<file path="src/rtl/score_keeper_pkg.sv">
// Shared types and constants for the score keeper and its serve timer.
package score_keeper_pkg;

  localparam int unsigned SCORE_W          = 3;
  localparam int unsigned SERVE_CNT_W      = 8;
  localparam int unsigned DEF_WIN_SCORE    = 7;
  localparam int unsigned DEF_SERVE_FRAMES = 60;

  typedef enum logic [1:0] {
    SK_SERVE     = 2'd0,
    SK_PLAY      = 2'd1,
    SK_GAME_OVER = 2'd2
  } sk_state_e;

  // Score increment that sticks at the top of the 3-bit range
  function automatic logic [SCORE_W-1:0] sat_inc(input logic [SCORE_W-1:0] s);
    return (s == {SCORE_W{1'b1}}) ? s : s + SCORE_W'(1);
  endfunction

endpackage

</file>
<file path="src/rtl/score_keeper_serve_timer.sv">
// Frame-tick down-counter that holds the ball for SERVE_FRAMES ticks and
// flags the tick on which the serve delay runs out.
module score_keeper_serve_timer
  import score_keeper_pkg::*;
#(
  parameter int unsigned SERVE_FRAMES = DEF_SERVE_FRAMES
) (
  input  logic clk,
  input  logic rst_n,
  input  logic en,
  input  logic tick,
  input  logic reload,
  output logic expire_c
);

  localparam logic [SERVE_CNT_W-1:0] RELOAD_VAL = SERVE_CNT_W'(SERVE_FRAMES - 1);

  logic [SERVE_CNT_W-1:0] cnt_q, cnt_d;

  // Reload wins over a same-cycle tick so that tick never counts toward the new delay
  always_comb begin
    cnt_d    = cnt_q;
    expire_c = 1'b0;
    if (reload) begin
      cnt_d = RELOAD_VAL;
    end else if (en && tick) begin
      if (cnt_q == '0) begin
        expire_c = 1'b1;
      end else begin
        cnt_d = cnt_q - SERVE_CNT_W'(1);
      end
    end
  end

  always_ff @(posedge clk or negedge rst_n) begin
    if (!rst_n) begin
      cnt_q <= RELOAD_VAL;
    end else begin
      cnt_q <= cnt_d;
    end
  end

endmodule

</file>
<file path="src/rtl/score_keeper.sv">
// Pong score keeper: serve delay, point awarding and game-over sequencing.
// Optional SCORE_MISS_EDGE_EN turns the miss inputs into registered rising edges.
module score_keeper
  import score_keeper_pkg::*;
#(
  parameter int unsigned WIN_SCORE    = DEF_WIN_SCORE,
  parameter int unsigned SERVE_FRAMES = DEF_SERVE_FRAMES
) (
  input  logic               clk,
  input  logic               rst_n,
  input  logic               frame_tick,
  input  logic               miss_left,
  input  logic               miss_right,
  input  logic               restart,
  output logic [SCORE_W-1:0] score_left,
  output logic [SCORE_W-1:0] score_right,
  output logic               serve_hold,
  output logic               serve_dir,
  output logic               game_over,
  output logic               winner
);

  localparam logic [SCORE_W-1:0] WIN_VAL = SCORE_W'(WIN_SCORE);

  sk_state_e          state_q, state_d;
  logic [SCORE_W-1:0] score_left_q, score_left_d;
  logic [SCORE_W-1:0] score_right_q, score_right_d;
  logic               serve_hold_q, serve_hold_d;
  logic               serve_dir_q, serve_dir_d;
  logic               game_over_q, game_over_d;
  logic               winner_q, winner_d;
  logic               reload_c;
  logic               expire_c;
  logic               miss_l_c, miss_r_c;
  logic [SCORE_W-1:0] inc_left_c, inc_right_c;

`ifdef SCORE_MISS_EDGE_EN
  logic miss_l_prev_q, miss_r_prev_q, miss_l_ev_q, miss_r_ev_q;

  always_ff @(posedge clk or negedge rst_n) begin
    if (!rst_n) begin
      miss_l_prev_q <= 1'b0;
      miss_r_prev_q <= 1'b0;
      miss_l_ev_q   <= 1'b0;
      miss_r_ev_q   <= 1'b0;
    end else begin
      miss_l_prev_q <= miss_left;
      miss_r_prev_q <= miss_right;
      miss_l_ev_q   <= miss_left & ~miss_l_prev_q;
      miss_r_ev_q   <= miss_right & ~miss_r_prev_q;
    end
  end

  assign miss_l_c = miss_l_ev_q;
  assign miss_r_c = miss_r_ev_q;
`else
  assign miss_l_c = miss_left;
  assign miss_r_c = miss_right;
`endif

  assign inc_left_c  = sat_inc(score_left_q);
  assign inc_right_c = sat_inc(score_right_q);

  score_keeper_serve_timer #(
    .SERVE_FRAMES(SERVE_FRAMES)
  ) u_serve_timer (
    .clk     (clk),
    .rst_n   (rst_n),
    .en      (state_q == SK_SERVE),
    .tick    (frame_tick),
    .reload  (reload_c),
    .expire_c(expire_c)
  );

  always_comb begin
    state_d       = state_q;
    score_left_d  = score_left_q;
    score_right_d = score_right_q;
    serve_dir_d   = serve_dir_q;
    game_over_d   = game_over_q;
    winner_d      = winner_q;
    reload_c      = 1'b0;

    if (restart) begin
      state_d       = SK_SERVE;
      score_left_d  = '0;
      score_right_d = '0;
      serve_dir_d   = 1'b0;
      game_over_d   = 1'b0;
      winner_d      = 1'b0;
      reload_c      = 1'b1;
    end else begin
      unique case (state_q)
        SK_SERVE: begin
          if (expire_c) state_d = SK_PLAY;
        end
        SK_PLAY: begin
          if (miss_l_c && miss_r_c) begin
            state_d  = SK_SERVE;
            reload_c = 1'b1;
          end else if (miss_r_c) begin
            score_left_d = inc_left_c;
            serve_dir_d  = 1'b1;
            if (inc_left_c == WIN_VAL) begin
              state_d     = SK_GAME_OVER;
              game_over_d = 1'b1;
              winner_d    = 1'b0;
            end else begin
              state_d  = SK_SERVE;
              reload_c = 1'b1;
            end
          end else if (miss_l_c) begin
            score_right_d = inc_right_c;
            serve_dir_d   = 1'b0;
            if (inc_right_c == WIN_VAL) begin
              state_d     = SK_GAME_OVER;
              game_over_d = 1'b1;
              winner_d    = 1'b1;
            end else begin
              state_d  = SK_SERVE;
              reload_c = 1'b1;
            end
          end
        end
        SK_GAME_OVER: begin
          state_d = SK_GAME_OVER;
        end
        default: begin
          state_d  = SK_SERVE;
          reload_c = 1'b1;
        end
      endcase
    end

    serve_hold_d = (state_d != SK_PLAY);
  end

  always_ff @(posedge clk or negedge rst_n) begin
    if (!rst_n) begin
      state_q       <= SK_SERVE;
      score_left_q  <= '0;
      score_right_q <= '0;
      serve_hold_q  <= 1'b1;
      serve_dir_q   <= 1'b0;
      game_over_q   <= 1'b0;
      winner_q      <= 1'b0;
    end else begin
      state_q       <= state_d;
      score_left_q  <= score_left_d;
      score_right_q <= score_right_d;
      serve_hold_q  <= serve_hold_d;
      serve_dir_q   <= serve_dir_d;
      game_over_q   <= game_over_d;
      winner_q      <= winner_d;
    end
  end

  assign score_left  = score_left_q;
  assign score_right = score_right_q;
  assign serve_hold  = serve_hold_q;
  assign serve_dir   = serve_dir_q;
  assign game_over   = game_over_q;
  assign winner      = winner_q;

endmodule
</file>
<file path="config.mk">
export PLATFORM = sky130hd
export DESIGN_NAME = score_keeper
export DESIGN_NICKNAME = d
export VERILOG_FILES = /design/src/rtl/score_keeper_pkg.sv /design/src/rtl/score_keeper_serve_timer.sv /design/src/rtl/score_keeper.sv
export SDC_FILE = /design/constraint.sdc
export NUM_CORES = 1
export LEC_CHECK = 0
export BUFFER_PORTS_ARGS = -buffer_cell sky130_fd_sc_hd__buf_2
export CAP_MARGIN = 0
export CELL_PAD_IN_SITES_DETAIL_PLACEMENT = 1
export CELL_PAD_IN_SITES_GLOBAL_PLACEMENT = 1
export CORE_MARGIN = 5
export CORE_UTILIZATION = 49
export CTS_BUF_LIST = sky130_fd_sc_hd__clkbuf_4 sky130_fd_sc_hd__clkbuf_8
export DETAILED_ROUTE_END_ITERATION = 10
export GPL_TIMING_DRIVEN = 0
export HOLD_SLACK_MARGIN = 0.15
export PLACE_DENSITY_LB_ADDON = 0.1
export RECOVER_POWER = 100
export SLEW_MARGIN = 20
export SYNTH_ARGS = -nofsm -noshare
export SYNTH_HDL_FRONTEND = slang
export SYNTH_SLANG_ARGS = --single-unit
</file>
<file path="constraint.sdc">
create_clock -name clk -period 3.4 [get_ports clk]
set_input_delay 0.34 -clock clk [delete_from_list [all_inputs] [get_ports clk]]
set_output_delay 0.34 -clock clk [all_outputs]
set_load 0.01 [all_outputs]
</file>
; Word level (Yosys, flattened, before mapping)
; Cells that the tools add are included.
[totals]
n_memories = 0
mem_bits_ro = 0
ramBits = 0
latch_bits = 0
elab_cells = 87
reg_bits = 20
[classes]
n_bitwise = 0
shift = 0
reduce_logical = 16
n_addsub = 3
n_lt_le_gt_ge = 0
n_mux = 49
n_div = 0
n_eq_ne = 11
mul = 0
[op_table]
columns = op, count
row1 = 2-to-1 mux 3 bit, 11
row2 = 2-to-1 mux 1 bit, 26
row3 = 2-to-1 mux 8 bit, 3
row4 = 2-to-1 mux 2 bit, 7
row5 = == test 3 bit (second input constant), 4
row6 = zero test 8 bit, 1
row7 = nonzero test 2 bit, 4
row8 = subtractor 8 x 1 -> 8 bit (second input constant), 1
row9 = adder 3 x 1 -> 3 bit (second input constant), 2
row10 = case mux 2 bit (3 select lines), 1
row11 = AND reduction 3 bit, 2
row12 = nonzero test 3 bit, 2
row13 = AND reduction 5 bit, 1
row14 = inequality test 2 x 1 -> 1 bit (second input constant), 2
row15 = inequality test 2 bit (second input constant), 2
row16 = AND reduction 4 bit, 1
row17 = inequality test 3 x 1 -> 1 bit (second input constant), 1
row18 = == test 2 x 1 -> 1 bit (second input constant), 1
row19 = == test 2 bit (second input constant), 1
row20 = logical AND 1 bit, 2
row21 = zero test 2 bit, 1
row22 = case mux 1 bit (2 select lines), 1
row23 = AND reduction 2 bit, 1
row24 = OR reduction 2 bit, 1

; Logic depth before layout (Yosys ltp)
; Gate-level depths: netlist of run 1.
[depth]
depth_word = 14
depth_mapped = 6
mapped_depth_nobuf = 6

; Hierarchy
; From an unflattened synthesis of run 1, not the netlist that was laid out.
[hier_totals]
cells_unflattened = 128
hier_area_um2 = 1214.9
[by_module_without_submodules]
columns = module, seq_area_each_um2, cells_each, area_each_um2, instances
row1 = score_keeper, 301.5, 72, 670.6, 1
row2 = score_keeper_serve_timer, 206.4, 56, 544.3, 1

; Worst setup path after synthesis of run 1
; No wires, ideal clock.
[synth_timing]
kind = register to register
from = register score_left_q[0] (netlist: score_left[0])
to = register u_serve_timer.cnt_q[5]
t_required_ns = 3.306
period_less_slack_ns = 2.113
setup_ns = 0.094
setup_slack_ns = 1.287
arrival_time_ns = 2.019
path_stages_with_launch = 6
path_cell_list = dfrtp_1 > ha_1 > or4bb_1 > nand4_1 > a31oi_2 > or4_1
[synth_between]
elab_chain_len = 10
[synth_rtl]
columns = item, line
row1 = start: declaration, score_keeper.sv:26  ; logic [SCORE_W-1:0] score_left_q, score_left_d;
row2 = start signal: assignment, score_keeper.sv:149  ; score_left_q <= score_left_d;
row3 = adder 3 x 1 -> 3 bit / == test 3 bit (equally long branches), score_keeper_pkg.sv:17  ; return (s == {SCORE_W{1'b1}}) ? s : s + SCORE_W'(1);
row4 = 2-to-1 mux 3 bit *, score_keeper_pkg.sv:17
row5 = == test 3 bit *, score_keeper.sv:104  ; if (inc_left_c == WIN_VAL) begin
row6 = 2-to-1 mux 1 bit *, score_keeper.sv:104
row7 = 2-to-1 mux 1 bit *, score_keeper.sv:101  ; end else if (miss_r_c) begin
row8 = 2-to-1 mux 1 bit *, score_keeper.sv:98  ; if (miss_l_c && miss_r_c) begin
row9 = case mux 1 bit (2 select lines) *, score_keeper.sv:93  ; unique case (state_q)
row10 = 2-to-1 mux 1 bit *, score_keeper.sv:84  ; if (restart) begin
row11 = inequality test 2 bit (no line) / nonzero test 2 bit (equally long branches), -
row12 = AND reduction 2 bit (no line), -
row13 = end signal: assignment, score_keeper_serve_timer.sv:39  ; cnt_q <= cnt_d;
row14 = end: declaration, score_keeper_serve_timer.sv:18  ; logic [SERVE_CNT_W-1:0] cnt_q, cnt_d;
; Every way passes the cells marked *; elsewhere a longest branch is shown, timed or not.
; A chain may end at the register's enable or synchronous reset.

; Final worst setup path of run 1
; Same ends and word-level chain as after synthesis.

==> qor.yml, run 1 <==
outcome:
  status: "complete, no violations"
clocking:
  path_clk_slew_ns: 0.11
  cts_inserted_buffers: 3
  cts_tree: "built"
  post_cts_resized: 0
  clk_latency_ns: 0.30
  h-tree-depth: 1
  root_buffer: "clkbuf_4"
  clk_path_buf_depth: 2
  cts_sinks: 20
route:
  drt_iter0_drc: 26
  vias: 944
  wire_per_inst_um: 16.3
  wirelength_mm: 2.61
  ant_nets: 0
  dr.pass1.iters: 4
  drc: 0
  via_per_inst: 5.90
die:
  die_y_um: 58.3
  dieArea_mm2: 0.00340
  io_pins: 16
  core_mm2: 0.00221
  start_util: 0.516
  die_w_um: 58.3
  rows: 17
pwr:
  leakage_nw: 0.492
  peakVddDrop_mv: 0.223
  powerDensity_mw_per_mm2: 330
yosys:
  ys_top_cells_by_area: "dfrtp_1 31%, dfstp_2 14%, xor2_1 3.8%"
  synth_edf_count: 0
  async_reset_ff_frac: 1.00
  yosysWarnings: 0
  ys_types: 42
  synth_cells: 113
  seq_area_frac_synth: 0.445
  postSynthAreaPerCell_um2: 10.1
  syn-num-nets: 122
  ys.flop_type: "dfrtp_1"
  synth_top_area_cell: "dfrtp_1"
  synth_seq_cells: 20
  synth_top_area_share: 0.307
  synth_area_mm2: 0.00114
critical_path:
  critical_path.max_fanout: 8
  rr_worst_depth: 5
  slowest_stage: "or4_1"
  r2r_end: "u_serve_timer.cnt_q[5]$_DFFE_PN1P_"
  critical_path_class: "reg -> reg"
  endpoint_kind: "flop"
  critPathLaunchType: "flop"
  rr_startpoint: "score_left[0]$_DFFE_PN0P_"
  slowest_delay_ns: 0.57
  path_cells: "ha_1, or4bb_1, nand4_1, a31oi_1, or4_1"
  cp.required_ns: 3.63
  r2r_slack_ns: 1.0
  arrival_ns: 2.63
worst_hold_path:
  holdPathEnd: "u_serve_timer.cnt_q[5]$_DFFE_PN1P_"
  hold_start: "restart"
  hp-class: "in -> reg"
  hold_path_depth: 2
timing:
  whs_ns: 0.284
  layout_min_cycle_time_ns: 2.40
  finalSetupViolations: 0
  drv_slew: 0
  rsz0062_at_grt: "false"
  slew_headroom: 0.268
  fin_tns_setup_ns: 0
  fmax_mhz: 417
  fin_skew_ns: 0.00762
  worst_pin_slew_ns: 1.10
  hold_viol_final: 0
  fin_crit_sh: 0.706
layout:
  area_growth_pct: 11.4
  diodes: 0
  drive_gt1_frac: 0.129
  nets: 142
  utilization: 0.575
  fin_area_mm2: 0.00127
  fillers: 270
placement:
  finalWeightedCongestion: 0.749
  dp_hpwl_mm: 1.92
  place.port_buffers: 14
  dpl_cell_area_mm2: 0.00125
grt:
  grt_antenna_before_repair: 0
  grt_first_pass_wirelength_mm: 4.77
  grt_usage: 0.182
  grt_pass1_vias: 1074
  grt_overflow: 0
  grt_start_max_net_pins: 21
flow_run:
  drv_cap: 0
## how the worst max path moves through the flow
stage	startpoint	end	slack, ns
global route	score_left[0]$_DFFE_PN0P_	u_serve_timer.cnt_q[5]$_DFFE_PN1P_	0.86
floorplan	score_left[0]$_DFFE_PN0P_	u_serve_timer.cnt_q[5]$_DFFE_PN1P_	1.29
finish	score_left[0]$_DFFE_PN0P_	u_serve_timer.cnt_q[5]$_DFFE_PN1P_	1.0
global placement	score_left[0]$_DFFE_PN0P_	u_serve_timer.cnt_q[5]$_DFFE_PN1P_	1.17
CTS	score_left[0]$_DFFE_PN0P_	u_serve_timer.cnt_q[5]$_DFFE_PN1P_	1.07
detailed placement	score_left[0]$_DFFE_PN0P_	u_serve_timer.cnt_q[5]$_DFFE_PN1P_	1.11
## final cells by class
class,count,area [µm²],share of cell area
Sequential cell,20,508,0.399
Buffer,4,23.8,0.0187
Timing Repair Buffer,15,65.1,0.0511
Inverter,5,18.8,0.0147
Tap cell,28,35.0,0.0275
Clock buffer,4,36.3,0.0285
Multi-Input combinational cell,84,586,0.460
## cells by family after synthesis
group | count (synthesis) | share of synthesized area
and+or+nand+nor | 51 | 0.266
DFF | 20 | 0.445
adders and majority gates | 3 | 0.0329
buffers and inverters | 9 | 0.0372
AOI/OAI and AO/OA | 20 | 0.141
muxes | 1 | 0.00876
xor gates and xnor gates | 9 | 0.0690
## cell usage after synthesis, types with 2 or more instances
master     n
a21oi_1    4
a31oi_1    3
clkbuf_1   2
dfrtp_1   14
dfstp_2    6
ha_1       3
inv_1      5
nand2_1    5
nand3_1    4
nand4_1    4
nor2_1    10
nor2b_1    4
nor3_1     5
or3_1      6
or4_1      3
or4bb_1    2
xnor2_1    4
xor2_1     5
## state kept, by name (all words and copies together), names as in the netlist
| register | flops |
|---|---|
| game_over | 1 |
| score_left | 3 |
| score_right | 3 |
| serve_dir | 1 |
| serve_hold | 1 |
| state_q | 2 |
| u_serve_timer.cnt_q | 8 |
| winner | 1 |
## cell usage in the layout (no fill, tap or decap), drive strengths merged, types with 4 or more instances in the layout
master,n
xor2,5
nor3,5
nor2,10
a31oi,4
buf,4
a21oi,4
nand2,5
nand4,4
dfstp,6
inv,5
nand3,4
clkbuf,18
xnor2,4
nor2b,4
dfrtp,14
or3,6
## per-stage QoR
| stage | setup WS, ns | instances | power (mW) |
|---|---|---|---|
| 3_3_place_gp | 1.17 | 155 | 0.284 |
| 3_5_place_dp | 1.11 | 155 | 0.285 |
| 2_1_floorplan | 1.29 | 113 | 0.271 |
| 5_1_grt | 0.860 | 160 | 0.445 |
| 4_1_cts | 1.07 | 160 | 0.428 |
| 6_report | 1.00 | 160 | 0.420 |
## routing by layer
metal  GRT usage  up-vias  part of all wire
met5           0        -                 0
met4      0.0960        0             0.020
met3      0.0267        6             0.026
met2       0.319       12              0.52
met1       0.212      470              0.43
li1            -      456                 -
## worst max-delay path, delay by kind of cell (launching register included)
| kind | cells | cell delay (ns) |
|---|---|---|
| flops | 1 | 0.46 |
| simple gates | 3 | 1.23 |
| compound gates | 1 | 0.29 |
| fa+ha+maj | 1 | 0.34 |
## repair_timing
item | CTS | global route
setup buffers | 0 | 0
setup endpoints to repair | 0 | 0
hold buffers | 1 | 0
endpoints found under the hold margin | 14 | 0
## power breakdown
group	total, mW	switching [mW]	internal [mW]
registers	0.246	0.00365	0.243
clock network	0.140	0.0747	0.0653
logic	0.0339	0.0207	0.0132
total	0.420	0.0990	0.321
No activity file was read; power rests on OpenSTA's default activity.
==> inputs of run 2 (changes only) <==
- CORE_UTILIZATION: 49 -> 45
- clock period: 3.4 -> 2.33 ns (I/O delays scaled with it)
==> run 2 against run 1 <==
Utilization down 4.4 points. Die area rose by 7.3%. Routed wire length is essentially flat. Global-route usage decreased by 2.2 points. Hold slack worse by 0.0083 ns. Critical endpoint unchanged.
==> qor.yml, run 2 (same netlist as run 1, synthesis figures left out) <==
outcome:
  status: "complete, no violations"  # unchanged
layout:
  area_growth_pct: 14.1  # was 11.4%
  drive_gt1_frac: 0.164  # was 0.129
  regMostFlops: "u_serve_timer.cnt_q"  # unchanged
  layout_common_cells: "13 x clkbuf_1, 13 x dfrtp_1, 10 x nor2_1, 6 x or3_1"  # was 14 x clkbuf_1, 14 x dfrtp_1, 10 x nor2_1, 6 x or3_1
  utilization: 0.531  # was 0.575
  layout.cells.non_filler: 164  # was 160
  nets: 144  # was 142
  largest_register_ffs: 8  # unchanged
  diodes: 0  # unchanged
grt:
  grt_overflow: 0  # unchanged
  grt_start_max_net_pins: 21  # unchanged
  grt_usage: 0.161  # was 0.182
  grt_first_pass_wirelength_mm: 4.39  # was 4.77 mm
  grt_pass1_vias: 975  # was 1074
  grt_antenna_before_repair: 0  # unchanged
timing:
  fin_crit_sh: 0.966  # was 0.706
  worst_pin_slew_ns: 1.13  # was 1.10 ns
  fmax_mhz: 444  # was 417 MHz
  drv_slew: 0  # unchanged
  fin_tns_setup_ns: 0  # unchanged
  hold_viol_final: 0  # unchanged
  setup_ws_ns: 0.0796  # was 1.00 ns
  finalSetupViolations: 0  # unchanged
  fin_skew_ns: 0.0125  # was 0.00762 ns
  layout_min_cycle_time_ns: 2.25  # was 2.40 ns
  slew_headroom: 0.249  # was 0.268
pwr:
  peakVddDrop_mv: 0.269  # was 0.223 mV
  leakage_nw: 0.499  # was 0.492 nW
  comb_power_share: 0.089  # was 0.081
  totalPowerFinal_mw: 0.598  # was 0.420 mW
  switchingPower_mw: 0.144  # was 0.0990 mW
  seqPwrFrac: 0.601  # was 0.586
  clock_power_share: 0.310  # was 0.333
  p_sw_frac: 0.241  # was 0.236
  powerDensity_mw_per_mm2: 459  # was 330 mW/mm²
  p_int_mw: 0.454  # was 0.321 mW
flow_run:
  drv_cap: 0  # unchanged
critical_path:
  arrival_ns: 2.47  # was 2.63 ns
  rr_worst_depth: 5  # unchanged
  endpoint_kind: "flop"  # unchanged
  critPathLaunchType: "flop"  # unchanged
  rr_startpoint: "score_left[0]$_DFFE_PN0P_"  # unchanged
  critical_path.max_fanout: 8  # unchanged
  r2r_end: "u_serve_timer.cnt_q[5]$_DFFE_PN1P_"  # unchanged
  critical_path_class: "reg -> reg"  # unchanged
  cp.required_ns: 2.55  # was 3.63 ns
  crit_start: "score_left[0]$_DFFE_PN0P_"  # unchanged
  r2r_slack_ns: 0.08  # was 1.0 ns
  cp-endpoint: "u_serve_timer.cnt_q[5]$_DFFE_PN1P_"  # unchanged
die:
  dieArea_mm2: 0.00365  # was 0.00340 mm²
  die_y_um: 60.4  # was 58.3 µm
  io_pins: 16  # unchanged
  start_util: 0.465  # was 0.516
  rows: 18  # was 17
  core_mm2: 0.00245  # was 0.00221 mm²
  die_w_um: 60.4  # was 58.3 µm
clocking:
  clk_latency_ns: 0.30  # about the same
  h-tree-depth: 1  # unchanged
  path_clk_slew_ns: 0.12  # was 0.11 ns
  cts_inserted_buffers: 3  # unchanged
  root_buffer: "clkbuf_4"  # unchanged
  clk_path_buf_depth: 2  # unchanged
  cts_tree: "built"  # unchanged
  cts_sinks: 20  # unchanged
route:
  vias: 950  # was 944
  drc: 0  # unchanged
  dr.pass1.iters: 4  # unchanged
  wire_per_inst_um: 15.9  # was 16.3 µm
  wirelength_mm: 2.61  # about the same
  ant_nets: 0  # unchanged
  via_per_inst: 5.79  # was 5.90
  drt_iter0_drc: 35  # was 26
worst_hold_path:
  hp-class: "in -> reg"  # unchanged
placement:
  finalWeightedCongestion: 0.789  # was 0.749
  dp_hpwl_mm: 1.88  # was 1.92 mm
  pre_cts_ws_ns: 0.0390  # was 1.11 ns
  place.port_buffers: 14  # unchanged
  placedCellCount: 157  # was 155
run 2: changes by cell type in the layout (fill, tap and decap cells not counted), sizes merged:
cell | previous run | this run
clkbuf | 18 | 17
dlygate4sd3 | 1 | 2
buf | 4 | 6
run 2: layout make-up:
cell class	count	area (µm²)
fill	291	1150
multi-input combinational	84	601
sequential	20	509
timing repair buffer	17	83.8
tap	30	37.5
clock buffer	4	30.0
buffer	4	23.8
inverter	5	18.8
run 2: timing repair:
item                                   in CTS  in global routing
gates resized for setup                     0                  2
setup endpoints to repair                   0                  1
endpoints found under the hold margin      16                  0
hold buffers                                2                  0
buffers inserted                            0                  1
run 2: worst min path at each step:
stage          cells after the start       start                                  to
2_1_floorplan                      0       rst_n               game_over$_DFFE_PN0P_
3_3_place_gp                       1       rst_n  u_serve_timer.cnt_q[6]$_DFFE_PN0P_
3_5_place_dp                       1       rst_n  u_serve_timer.cnt_q[2]$_DFFE_PN0P_
4_1_cts                            3  miss_right                  winner$_DFFE_PN0P_
5_1_grt                            3  miss_right                  winner$_DFFE_PN0P_
6_report                           3  miss_right                  winner$_DFFE_PN0P_
run 2: routing by layer:
metal  part of all wire  GRT usage
met1               0.44      0.198
met4              0.016     0.0665
met3              0.031     0.0277
met2               0.51      0.278
met5                  0          0
run 2: worst max-delay path, cell delays in order, from the launching register on:
cell     delay [ns]
dfrtp_2        0.46
ha_1           0.32
or4bb_1        0.48
nand4_1        0.21
a31oi_4        0.18
or4_1          0.53
run 2: power by group through the flow:
stage               registers, mW  logic [mW]  clock network (mW)
floorplan                   0.365      0.0307                   0
global placement            0.366      0.0486                   0
detailed placement          0.367      0.0497                   0
CTS                         0.361      0.0528               0.198
global route                0.361      0.0606               0.211
finish                      0.360      0.0532               0.185
run 2: through the flow:
stage                     hold WS, ns  area [µm²]
after floorplan               -0.0626        1140
after global placement          0.208        1250
after detailed placement        0.212        1250
after CTS                       0.261        1300
after global routing            0.321        1300
final                           0.275        1300
==> inputs of run 3 (changes only) <==
- ABC_AREA: default -> 1
- CELL_PAD_IN_SITES_GLOBAL_PLACEMENT: 1 -> 2
- CORE_UTILIZATION: 45 -> 35
- REMOVE_ABC_BUFFERS: default -> 1
==> run 3 against run 2 <==
Flip-flop and latch count is the same. Utilization shrank 14 points. Clock power increased by 10%. Final cell count is 24% higher. First-iteration DRC count is 46% higher. Setup slack better by 0.42 ns. Sequential power barely moved. Routed wire length is 1.5% lower. Clock-buffer cell count did not move. Largest power group unchanged.
==> qor.yml, run 3 <==
clocking:
  post_cts_resized: 0  # unchanged
  clk_path_buf_depth: 2  # unchanged
  root_buffer: "clkbuf_4"  # unchanged
  cts_tree: "built"  # unchanged
  clk_latency_ns: 0.30  # about the same
  cts_setup_buffers: 0  # unchanged
  path_clk_slew_ns: 0.11  # was 0.12 ns
  cts_sinks: 20  # unchanged
  h-tree-depth: 1  # unchanged
  cts_inserted_buffers: 3  # unchanged
timing:
  fin_skew_ns: 0.00641  # was 0.0125 ns
  fin_tns_setup_ns: 0  # unchanged
  drv_slew: 0  # unchanged
  layout_min_cycle_time_ns: 1.83  # was 2.25 ns
  fmax_mhz: 546  # was 444 MHz
  whs_ns: 0.181  # was 0.275 ns
  hold_viol_final: 0  # unchanged
  rsz0062_at_grt: "false"
  finalSetupViolations: 0  # unchanged
  slew_headroom: 0.279  # was 0.249
  fin_crit_sh: 0.786  # was 0.966
  worst_pin_slew_ns: 1.08  # was 1.13 ns
route:
  wirelength_mm: 2.57  # was 2.61 mm
  ant_nets: 0  # unchanged
  drt_iter0_drc: 51  # was 35
  drc: 0  # unchanged
  vias: 977  # was 950
  dr.pass1.iters: 4  # unchanged
  wire_per_inst_um: 12.7  # was 15.9 µm
  via_per_inst: 4.81  # was 5.79
layout:
  fillers: 435  # was 291
  area_growth_pct: 9.33  # was 14.1%
  layout.cells.non_filler: 203  # was 164
  utilization: 0.390  # was 0.531
  regMostFlops: "u_serve_timer.cnt_q"  # unchanged
  layout_common_cells: "30 x nand2_1, 18 x nand3_1, 14 x dfrtp_1, 13 x inv_1, 13 x nor2_1"  # was 13 x clkbuf_1, 13 x dfrtp_1, 10 x nor2_1, 6 x or3_1
  multi_input_area_um2: 542  # was 601 µm²
  nets: 167  # was 144
  largest_register_ffs: 8  # unchanged
  final-seq-area_um2: 508  # was 509 µm²
  drive_gt1_frac: 0.172  # was 0.164
  diodes: 0  # unchanged
  final_common_cell: "nand2_1"
placement:
  place.port_buffers: 15  # was 14
  placedCellCount: 198  # was 157
  finalWeightedCongestion: 0.759  # was 0.789
  dp_hpwl_mm: 2.05  # was 1.88 mm
yosys:
  seq_area_frac_synth: 0.431  # was 0.445
  synth_edf_count: 0  # unchanged
  synth_top_area_cell: "dfrtp_1"  # unchanged
  synth_area_mm2: 0.00118  # was 0.00114 mm²
  synth_top_area_share: 0.297  # was 0.307
  ys_top_cells_by_area: "dfrtp_1 30%, dfstp_2 13%, nand2_1 9.2%"  # was dfrtp_1 31%, dfstp_2 14%, xor2_1 3.8%
  synth_cells: 139  # was 113
  ys_types: 31  # was 42
  synth_commonest_cells: "29 x nand2_1, 18 x nand3_1, 14 x dfrtp_1, 12 x inv_1, 12 x nor2_1"  # was 14 x dfrtp_1, 10 x nor2_1, 6 x dfstp_2, 6 x or3_1
  yosysMostFrequentCell: "nand2_1"  # was dfrtp_1
  postSynthAreaPerCell_um2: 8.49  # was 10.1 µm²
  synth_seq_cells: 20  # unchanged
  async_reset_ff_frac: 1.00  # unchanged
  ys.flop_type: "dfrtp_1"  # unchanged
  yosysWarnings: 0  # unchanged
grt:
  grt_start_max_net_pins: 21  # unchanged
  grt_first_pass_wirelength_mm: 4.69  # was 4.39 mm
  grt_antenna_before_repair: 0  # unchanged
  grt_usage: 0.136  # was 0.161
  grt_overflow: 0  # unchanged
  grt_pass1_vias: 1013  # was 975
die:
  start_util: 0.356  # was 0.465
  rows: 21  # was 18
  dieArea_mm2: 0.00463  # was 0.00365 mm²
  core_mm2: 0.00331  # was 0.00245 mm²
  die_y_um: 68.1  # was 60.4 µm
  die_w_um: 68.1  # was 60.4 µm
  io_pins: 16  # unchanged
critical_path:
  critical_path_class: "reg -> reg"  # unchanged
  r2r_slack_ns: 0.50  # was 0.08 ns
  endpoint_kind: "flop"  # unchanged
  arrival_ns: 2.06  # was 2.47 ns
  cp.required_ns: 2.56  # was 2.55 ns
  critical_path.max_fanout: 5  # was 8
  path_cells: "clkinvlp_2, nand2_4, nor2_1, inv_4, nor3_1, o21ai_0, a31oi_1"  # was ha_1, or4bb_1, nand4_1, a31oi_4, or4_1
  slowest_stage: "nor3_1"  # was or4_1
  critPathLaunchType: "flop"  # unchanged
  slowest_delay_ns: 0.43  # was 0.53 ns
pwr:
  leakage_nw: 0.631  # was 0.499 nW
  totalPowerFinal_mw: 0.624  # was 0.598 mW
  peakVddDrop_mv: 0.335  # was 0.269 mV
  powerDensity_mw_per_mm2: 484  # was 459 mW/mm²
outcome:
  status: "complete, no violations"  # unchanged
worst_hold_path:
  hp-class: "in -> reg"  # unchanged
flow_run:
  drv_cap: 0  # unchanged
run 3: changes by cell type after synthesis, moves of 3 or more:
cell / change
nor3_1: -5
xnor2_1: -4
nand2_1: +24
inv_1: +7
nor2b_1: -4
o21ai_0: +4
nand3_1: +14
inv_2: +5
or4_1: -3
or3_1: -5
run 3: final cells by class:
cell class | count | area share
inverter | 19 | 0.0582
tap | 46 | 0.0446
timing repair buffer | 16 | 0.0553
multi-input combinational | 98 | 0.420
sequential | 20 | 0.394
clock buffer | 4 | 0.0281
run 3: cell families (layout without fill, tap and decap cells):
| kind of cell | after synthesis | in the layout | share of synthesized area |
|---|---|---|---|
| and+or+nand+nor | 75 | 75 | 0.340 |
| buffers and inverters | 21 | 39 | 0.0774 |
| DFF | 20 | 20 | 0.431 |
| AOI/OAI and AO/OA | 15 | 15 | 0.0806 |
| xor gates and xnor gates | 4 | 4 | 0.0297 |
| adders and majority gates | 3 | 3 | 0.0318 |
| muxes | 1 | 1 | 0.00954 |
run 3: worst paths after layout:
path | from | to | cells after the start
min in group asynchronous | rst_n | u_serve_timer.cnt_q[7]$_DFFE_PN0P_ | 2
max in group asynchronous | rst_n | state_q[1]$_DFF_PN0_ | 2
setup / recovery | state_q[1]$_DFF_PN0_ | score_right[1]$_DFFE_PN0P_ | 7
hold reg to reg | winner$_DFFE_PN0P_ | winner$_DFFE_PN0P_ | 2
setup reg to reg | state_q[1]$_DFF_PN0_ | score_right[1]$_DFFE_PN0P_ | 7
hold / removal | restart | state_q[0]$_DFF_PN0_ | 2
run 3: worst max-delay path, delay by kind of cell (launching register included):
family | cells | cell delay (ns)
flip-flops | 1 | 0.41
AND/OR/NAND/NOR | 3 | 0.85
AO/OA/AOI/OAI | 2 | 0.31
buffers and inverters | 2 | 0.20
run 3: repair_timing:
action | in CTS | in global routing
hold buffers | 1 | 0
endpoints found under the setup margin | 0 | 0
endpoints found under the hold margin | 14 | 0
run 3: metal layers:
layer  track usage  up-vias  part of all wire
li1              -      493                 -
met1         0.166      467              0.46
met2         0.230       13              0.49
met3        0.0345        4             0.031
met4        0.0521        0             0.014
met5             0        -                 0
run 3: through the flow:
step | worst slack, ns | cell area, µm²
3_5_place_dp | 0.636 | 1300
2_1_floorplan | 0.853 | 1160
6_report | 0.498 | 1290
5_1_grt | 0.204 | 1290
3_3_place_gp | 0.674 | 1300
4_1_cts | 0.608 | 1340
run 3: power by group:
group          total, mW  internal [mW]  leakage [nW]  switching, mW
Clock              0.204         0.0954        0.0210          0.108
Sequential         0.362          0.358         0.257        0.00455
Combinational     0.0585         0.0190         0.353         0.0395
